$ cat src/rtl/pixel_window_sreg.sv
// Pixel window shift register: DEPTH stages of PIXEL_W bits, fill tracking and window-complete pulse.
// Optional running window sum enabled by macro PIXEL_WINDOW_SUM_EN (window_sum tied to 0 otherwise).

module pixel_window_stage #(
  parameter int PIXEL_W = 8
) (
  input  logic               clk,
  input  logic               rst,
  input  logic               clear,
  input  logic               shift_en,
  input  logic [PIXEL_W-1:0] i_d,
  output logic [PIXEL_W-1:0] o_q
);
  logic [PIXEL_W-1:0] r_q;

  always_ff @(posedge clk) begin
    if (rst || clear) r_q <= '0;
    else if (shift_en) r_q <= i_d;
  end

  assign o_q = r_q;
endmodule

module pixel_window_sreg #(
  parameter int PIXEL_W = 8,
  parameter int DEPTH   = 4
) (
  input  logic                               clk,
  input  logic                               rst,
  input  logic                               shift_en,
  input  logic                               clear,
  input  logic [PIXEL_W-1:0]                 parallel_in,
  output logic [PIXEL_W*DEPTH-1:0]           window_out,
  output logic [PIXEL_W-1:0]                 oldest_out,
  output logic [$clog2(DEPTH+1)-1:0]         fill_count,
  output logic                               full,
  output logic                               window_valid,
  output logic [PIXEL_W+$clog2(DEPTH)-1:0]   window_sum
);
  localparam int FW = $clog2(DEPTH+1);
  localparam int SW = PIXEL_W + $clog2(DEPTH);
  localparam logic [FW-1:0] DEPTH_C = FW'(DEPTH);

  logic [DEPTH-1:0][PIXEL_W-1:0] r_stage;
  logic [DEPTH-1:0][PIXEL_W-1:0] w_stage_d;
  logic [FW-1:0]                 r_fill;
  logic                          r_valid;

  genvar k;
  generate
    for (k = 0; k < DEPTH; k++) begin : g_stage
      if (k == 0) begin : g_head
        assign w_stage_d[k] = parallel_in;
      end else begin : g_body
        assign w_stage_d[k] = r_stage[k-1];
      end
      pixel_window_stage #(.PIXEL_W(PIXEL_W)) u_stage (
        .clk      (clk),
        .rst      (rst),
        .clear    (clear),
        .shift_en (shift_en),
        .i_d      (w_stage_d[k]),
        .o_q      (r_stage[k])
      );
    end
  endgenerate

  // Valid pulses on the shift that completes (or keeps) a full window.
  always_ff @(posedge clk) begin
    if (rst || clear) begin
      r_fill  <= '0;
      r_valid <= 1'b0;
    end else if (shift_en) begin
      if (r_fill != DEPTH_C) r_fill <= r_fill + FW'(1);
      r_valid <= (r_fill >= DEPTH_C - FW'(1));
    end else begin
      r_valid <= 1'b0;
    end
  end

`ifdef PIXEL_WINDOW_SUM_EN
  logic [SW-1:0] r_sum;

  // Incremental update stays exact: true sum never exceeds DEPTH*(2^PIXEL_W-1).
  always_ff @(posedge clk) begin
    if (rst || clear) r_sum <= '0;
    else if (shift_en) r_sum <= r_sum + SW'(parallel_in) - SW'(r_stage[DEPTH-1]);
  end

  assign window_sum = r_sum;
`else
  assign window_sum = '0;
`endif

  assign window_out   = r_stage;
  assign oldest_out   = r_stage[DEPTH-1];
  assign fill_count   = r_fill;
  assign full         = (r_fill == DEPTH_C);
  assign window_valid = r_valid;
endmodule

$ cat config.mk
export PLATFORM = sky130hd
export DESIGN_NAME = pixel_window_sreg
export DESIGN_NICKNAME = d
export VERILOG_FILES = /design/src/rtl/pixel_window_sreg.sv
export SDC_FILE = /design/constraint.sdc
export NUM_CORES = 1
export LEC_CHECK = 0
export CAP_MARGIN = 10
export CORE_MARGIN = 10
export CORE_UTILIZATION = 45
export DETAILED_ROUTE_END_ITERATION = 16
export GPL_TIMING_DRIVEN = 1
export PLACE_DENSITY = 0.86
export SLEW_MARGIN = 20
export SYNTH_ARGS = -nofsm -noshare
export SYNTH_HDL_FRONTEND = slang
export SYNTH_SLANG_ARGS = --single-unit
$ cat constraint.sdc
create_clock -name clk -period 2.6 [get_ports clk]
set_clock_uncertainty 0.2 [all_clocks]
set_input_delay 0.26 -clock clk [delete_from_list [all_inputs] [get_ports clk]]
set_output_delay 0.26 -clock clk [all_outputs]
set_load 0.1 [all_outputs]
Word-level counts from Yosys, hierarchy flattened:

Index checks and enable logic that the tools add are counted.

* $add $sub $neg: 1
* multiply operators: 0
* divide/modulo/power cells: 0
* $lt $le $gt $ge: 1
* equal/unequal tests: 2
* shift-type cells: 0
* mux-type cells: 0
* bitwise logic cells: 1
* reductions and logical operators: 3

Operators by type and width (number)
* $add 3x1->3 const B: 1
* $eq 3x3->1 const B: 1
* $ge 3x2->1 const B: 1
* $ne 3x3->1 const B: 1
* $reduce_and 2->1: 1
* $reduce_or 2->1: 1
* $logic_or 1x1->1: 1
* $not 1->1: 1

* register bits after elaboration: 36
* latch bits: 0
* bits in writable memories: 0
* bits in read-only memories: 0
* input port bits: 12
* output and inout bits: 55
* word-level logic and storage cells: 14
* memories: 0

Logic depth before layout (Yosys ltp):

* depth in word-level cells: 2
* gate-level depth with buffers: 4
* depth with buffers taken out: 4

Hierarchy:

From an unflattened synthesis, not the netlist that was laid out.

* cell total of the unflattened synthesis: 150
* area total of the unflattened synthesis: 1564.0 um2

By module, submodules not included
* pixel_window_stage: instances 4, cells each 27, area an instance 295.3 um2, sequential area each 160.2 um2
* pixel_window_sreg: instances 1, cells each 42, area an instance 382.9 um2, sequential area each 80.1 um2

Least setup slack after synthesis:

OpenSTA, ideal clock, no wires.

* path type: flip-flop to output port
* from: register r_fill[2] (netlist: fill_count[2])
* to: output port full
* data arrival time: 1841 ps
* data required time: 2140 ps
* path slack: 299 ps
* cell stages (with the launch flop): 3
* path buffers: 0
* cell sequence: dfxtp_1 > nand2_1 > inv_1

* word-level cells in the longest chain between the ends: 1

Ends and longest elaborated chain
* start, declared: line 46 `logic [FW-1:0] r_fill;`
* start signal, assigned: line 74 `if (r_fill != DEPTH_C) r_fill <= r_fill + FW'(1);`
* $eq 3x3->1: line 98 `assign full = (r_fill == DEPTH_C);`
* end, declared: line 36 `output logic full,`

Every way passes these cells.

Worst setup path in the final report:

* from: register r_fill[0] (netlist: fill_count[0])
* to: output port full

The elaborated chain is that of the path after synthesis.

==> parameters.txt <==
Parameter                              Value

STA
  Worst-Margin Slew ... 632 ps
  Time the worst path needs with I/O delays and setup ... between 1500 and 2000 ps
  Final hold violations ... 0
  Final worst path period share ... 72.8%
  Sum of negative setup slack ... 0 ps
  Total count of max-transition violations in the final report ... 0
  Endpoints failing setup ... 0
  Max Freq ... between 0.5 and 0.6 GHz
  RSZ-0062 raised after global routing ... no
  Relative max-transition margin ... between 50% and 60%

Worst hold path
  Source of the worst hold timing path ... shift_en
  WHS Endpoint ... fill_count[2]$_SDFFE_PP0P_
  Worst hold stages ... 2
  Min-Delay Path Class ... input port to register

Power and ir drop
  Internal power ... 704 uW
  Worst vdd ir ... between 0.2 and 0.3 mV
  Switching fraction of total power ... between 30 and 40%
  Part of the total power dissipated in the clock network ... 25.1%
  Net switching power ... 320 uW
  Fraction of power consumed by combinational cells ... 19.7%
  Total power ... 1.02 mW
  Total leakage power ... 0.919 nW
  Power per cell area ... around 530 mW/mm^2
  Flop pwr share ... a little under three fifths

Global routing
  First-pass GRT wire length ... 5290 um
  Antenna violations before repair ... 0
  Overflow left after global routing ... 0
  Total routing usage reported by global routing ... roughly a tenth
  Number of global-route vias before repair ... approximately 1,200
  Pin count of the biggest net entering global routing ... 31

Clock tree
  TritonCTS clock tree ... yes
  Clock tree root buffer cell ... sky130_fd_sc_hd__clkbuf_4
  Post-CTS setup repair buffer count ... 0
  Latest clock arrival within the worst-skew pair ... around 320 ps
  Clock Path Buffers ... 2
  PostCTS Resize Cnt ... 0
  Hold bufs inserted after CTS ... 0
  Total number of clock tree sinks ... 36
  CTS Buf Count ... 5
  Total number of H-tree levels ... 2
  Clock transition at path regs ... about 100 ps

Floorplan
  Core Footprint ... about 0.0033 sq mm
  Top Ports ... 67
  Die Span Y ... between 70 and 80 um
  Initial Utilization ... a little under half
  Chip Width ... 78.5 um
  Overall die area ... approximately 0.006 sq mm
  Num rows ... 21

Detailed routing
  Number of remaining DRC errors ... 0
  Total routed wirelength ... around 3300 um
  Routed length per instance ... roughly 14 um
  Post-detailed-route via-to-cell ratio ... 4.53
  Antenna violation net count after detailed routing ... 0
  Detailed router's first-iteration violation count ... 80
  Detailed-router iteration count before antenna repair ... 4
  Number of vias in the routed layout ... roughly 1,100

Final layout
  Most frequent cells in the layout ... 47 x sky130_fd_sc_hd__buf_4, 36 x sky130_fd_sc_hd__dfxtp_1, 32 x sky130_fd_sc_hd__mux2i_1, 31 x sky130_fd_sc_hd__nor2_1
  Area of combinational cells with multiple inputs ... 626 sq um
  Final non-filler cell area ... about 0.0019 sq mm
  End-of-flow core utilization ... ~58%
  Post-layout net count ... between 200 and 250
  Storage element area ... 721 sq um
  Fraction of layout cells with a size suffix above 1 ... 30.8%
  Number of fillers in the final layout ... 310
  Layout overhead on the synthesized area ... 25.1%
  Number of antenna cells inserted ... 0
  Most common library cell in the layout ignoring fill and taps ... sky130_fd_sc_hd__buf_4

Placement
  Quantity of I/O buffers inserted on ports ... 56
  Placed standard-cell area ... ~0.0019 sq mm
  DP HPWL ... 2640 um
  Gpl congestion ... about 0.66

Status
  Status ... completed

Critical path
  Critical path's top delay family ... flip-flops
  Ordered list of cells on the worst path ... inv_1 > ha_1 > nand2_1 > inv_1 > buf_4
  Worst path arrival time ... roughly 1400 ps
  Largest incremental delay on the critical path ... 430 ps
  Slowest cell on the critical path ... sky130_fd_sc_hd__dfxtp_1
  Crit Path Class ... register to output port
  Cell repeated most along the worst path ... sky130_fd_sc_hd__inv_1
  Kind of end point of the critical path ... output port
  Crit path max fanout ... 6
  Setup crit start kind ... register
  Reg-to-reg endpoint ... fill_count[1]$_SDFFE_PP0P_
  Worst flop-to-flop path startpoint ... fill_count[0]$_SDFFE_PP0P_
  Worst reg-to-reg path cell count ... 4
  Register-to-register path setup slack ... around 1100 ps
  CP Buf/Inv Count ... 3
  Endpoint required time on the critical path ... between 2000 and 2500 ps

Logic synthesis
  Cell variety after synth ... 17
  Flip-flop and latch count after synthesis ... 36
  Count of synthesis-stage warnings from yosys ... 0
  Number of instances in the synthesized netlist ... ~150
  Average footprint of a synthesized cell ... about 10 sq um
  Synthesized cell area ... approximately 0.0015 sq mm
  Sequential cell area fraction in the yosys report ... 46.9%

Flow run
  Maximum Capacitance Violations ... 0
synth_stat cells (all sizes together):
| cell | instances | share of area (%) |
|---|---|---|
| mux2i | 32 | 21 |
| a211oi | 1 | 0.49 |
| nor3b | 4 | 2.0 |
| dfxtp | 36 | 47 |
| nand2 | 1 | 0.24 |
| a311oi | 1 | 0.98 |
| nor3 | 1 | 0.33 |
| a21boi | 1 | 0.73 |
| conb | 1 | 0.24 |
| or2 | 1 | 0.41 |
| nor2 | 33 | 8.4 |
| ha | 3 | 2.4 |
| inv | 4 | 0.98 |
| mux2 | 2 | 1.5 |
| buf | 26 | 14 |
metal layers:
layer  track usage, %  vias to the layer above  wire length [um]
li1                 -                      551                 -
met1             9.58                      500              1290
met2             18.6                       39              1660
met3             5.69                        2               299
met4             2.69                        0                12
met5                0                        -                 0
kinds of logic (layout without fill, tap and decap cells):
| kind of cell | after synthesis | after routing | synth area share, % |
|---|---|---|---|
| flip-flops | 36 | 36 | 46.9 |
| other | 1 | 10 | 0.244 |
| AND/OR/NAND/NOR | 40 | 40 | 11.3 |
| AO/OA/AOI/OAI | 3 | 3 | 2.20 |
| multiplexers | 34 | 34 | 22.3 |
| buffers and inverters | 30 | 69 | 14.6 |
| adder cells (fa/ha/maj) | 3 | 3 | 2.44 |
power by group through the flow:
stage                     Combinational [mW]  Clock (mW)  Sequential (mW)
after floorplan                        0.134           0            0.628
after global placement                 0.200           0            0.577
after detailed placement               0.202           0            0.578
after CTS                              0.203       0.272            0.565
after global routing                   0.210       0.293            0.567
final                                  0.202       0.258            0.565
sequential cells by signal, indices dropped and copies added, names as in the netlist:
register	count
g_stage.u_stage.o_q	32
fill_count	3
window_valid	1
worst max path at each step:
stage | from | end | slack [ps] | cells after the start
floorplan | fill_count[2]$_SDFFE_PP0P_ | full | 300 | 2
global route | fill_count[0]$_SDFFE_PP0P_ | full | 600 | 5
finish | fill_count[0]$_SDFFE_PP0P_ | full | 710 | 5
detailed placement | clear | g_stage[3].u_stage.o_q[5]$_SDFFE_PP0P_ | 490 | 4
CTS | fill_count[0]$_SDFFE_PP0P_ | full | 680 | 5
global placement | clear | g_stage[2].u_stage.o_q[5]$_SDFFE_PP0P_ | 600 | 4
cell type report:
type	count	share of cell area (%)
inverter	4	0.781
timing repair buffer	58	23.8
sequential	36	37.5
multi-input combinational	90	32.5
clock buffer	6	2.15
clock inverter	1	0.260
tap	46	2.99
stage by stage:
step | cells | hold WS, ps | setup slack, ps
finish | 241 | 62.6 | 707
detailed placement | 234 | 318 | 488
global route | 241 | 64.6 | 599
global placement | 234 | 302 | 599
floorplan | 156 | 207 | 299
CTS | 241 | 43.1 | 685
Note: power is estimated with default switching activity, not from simulation.
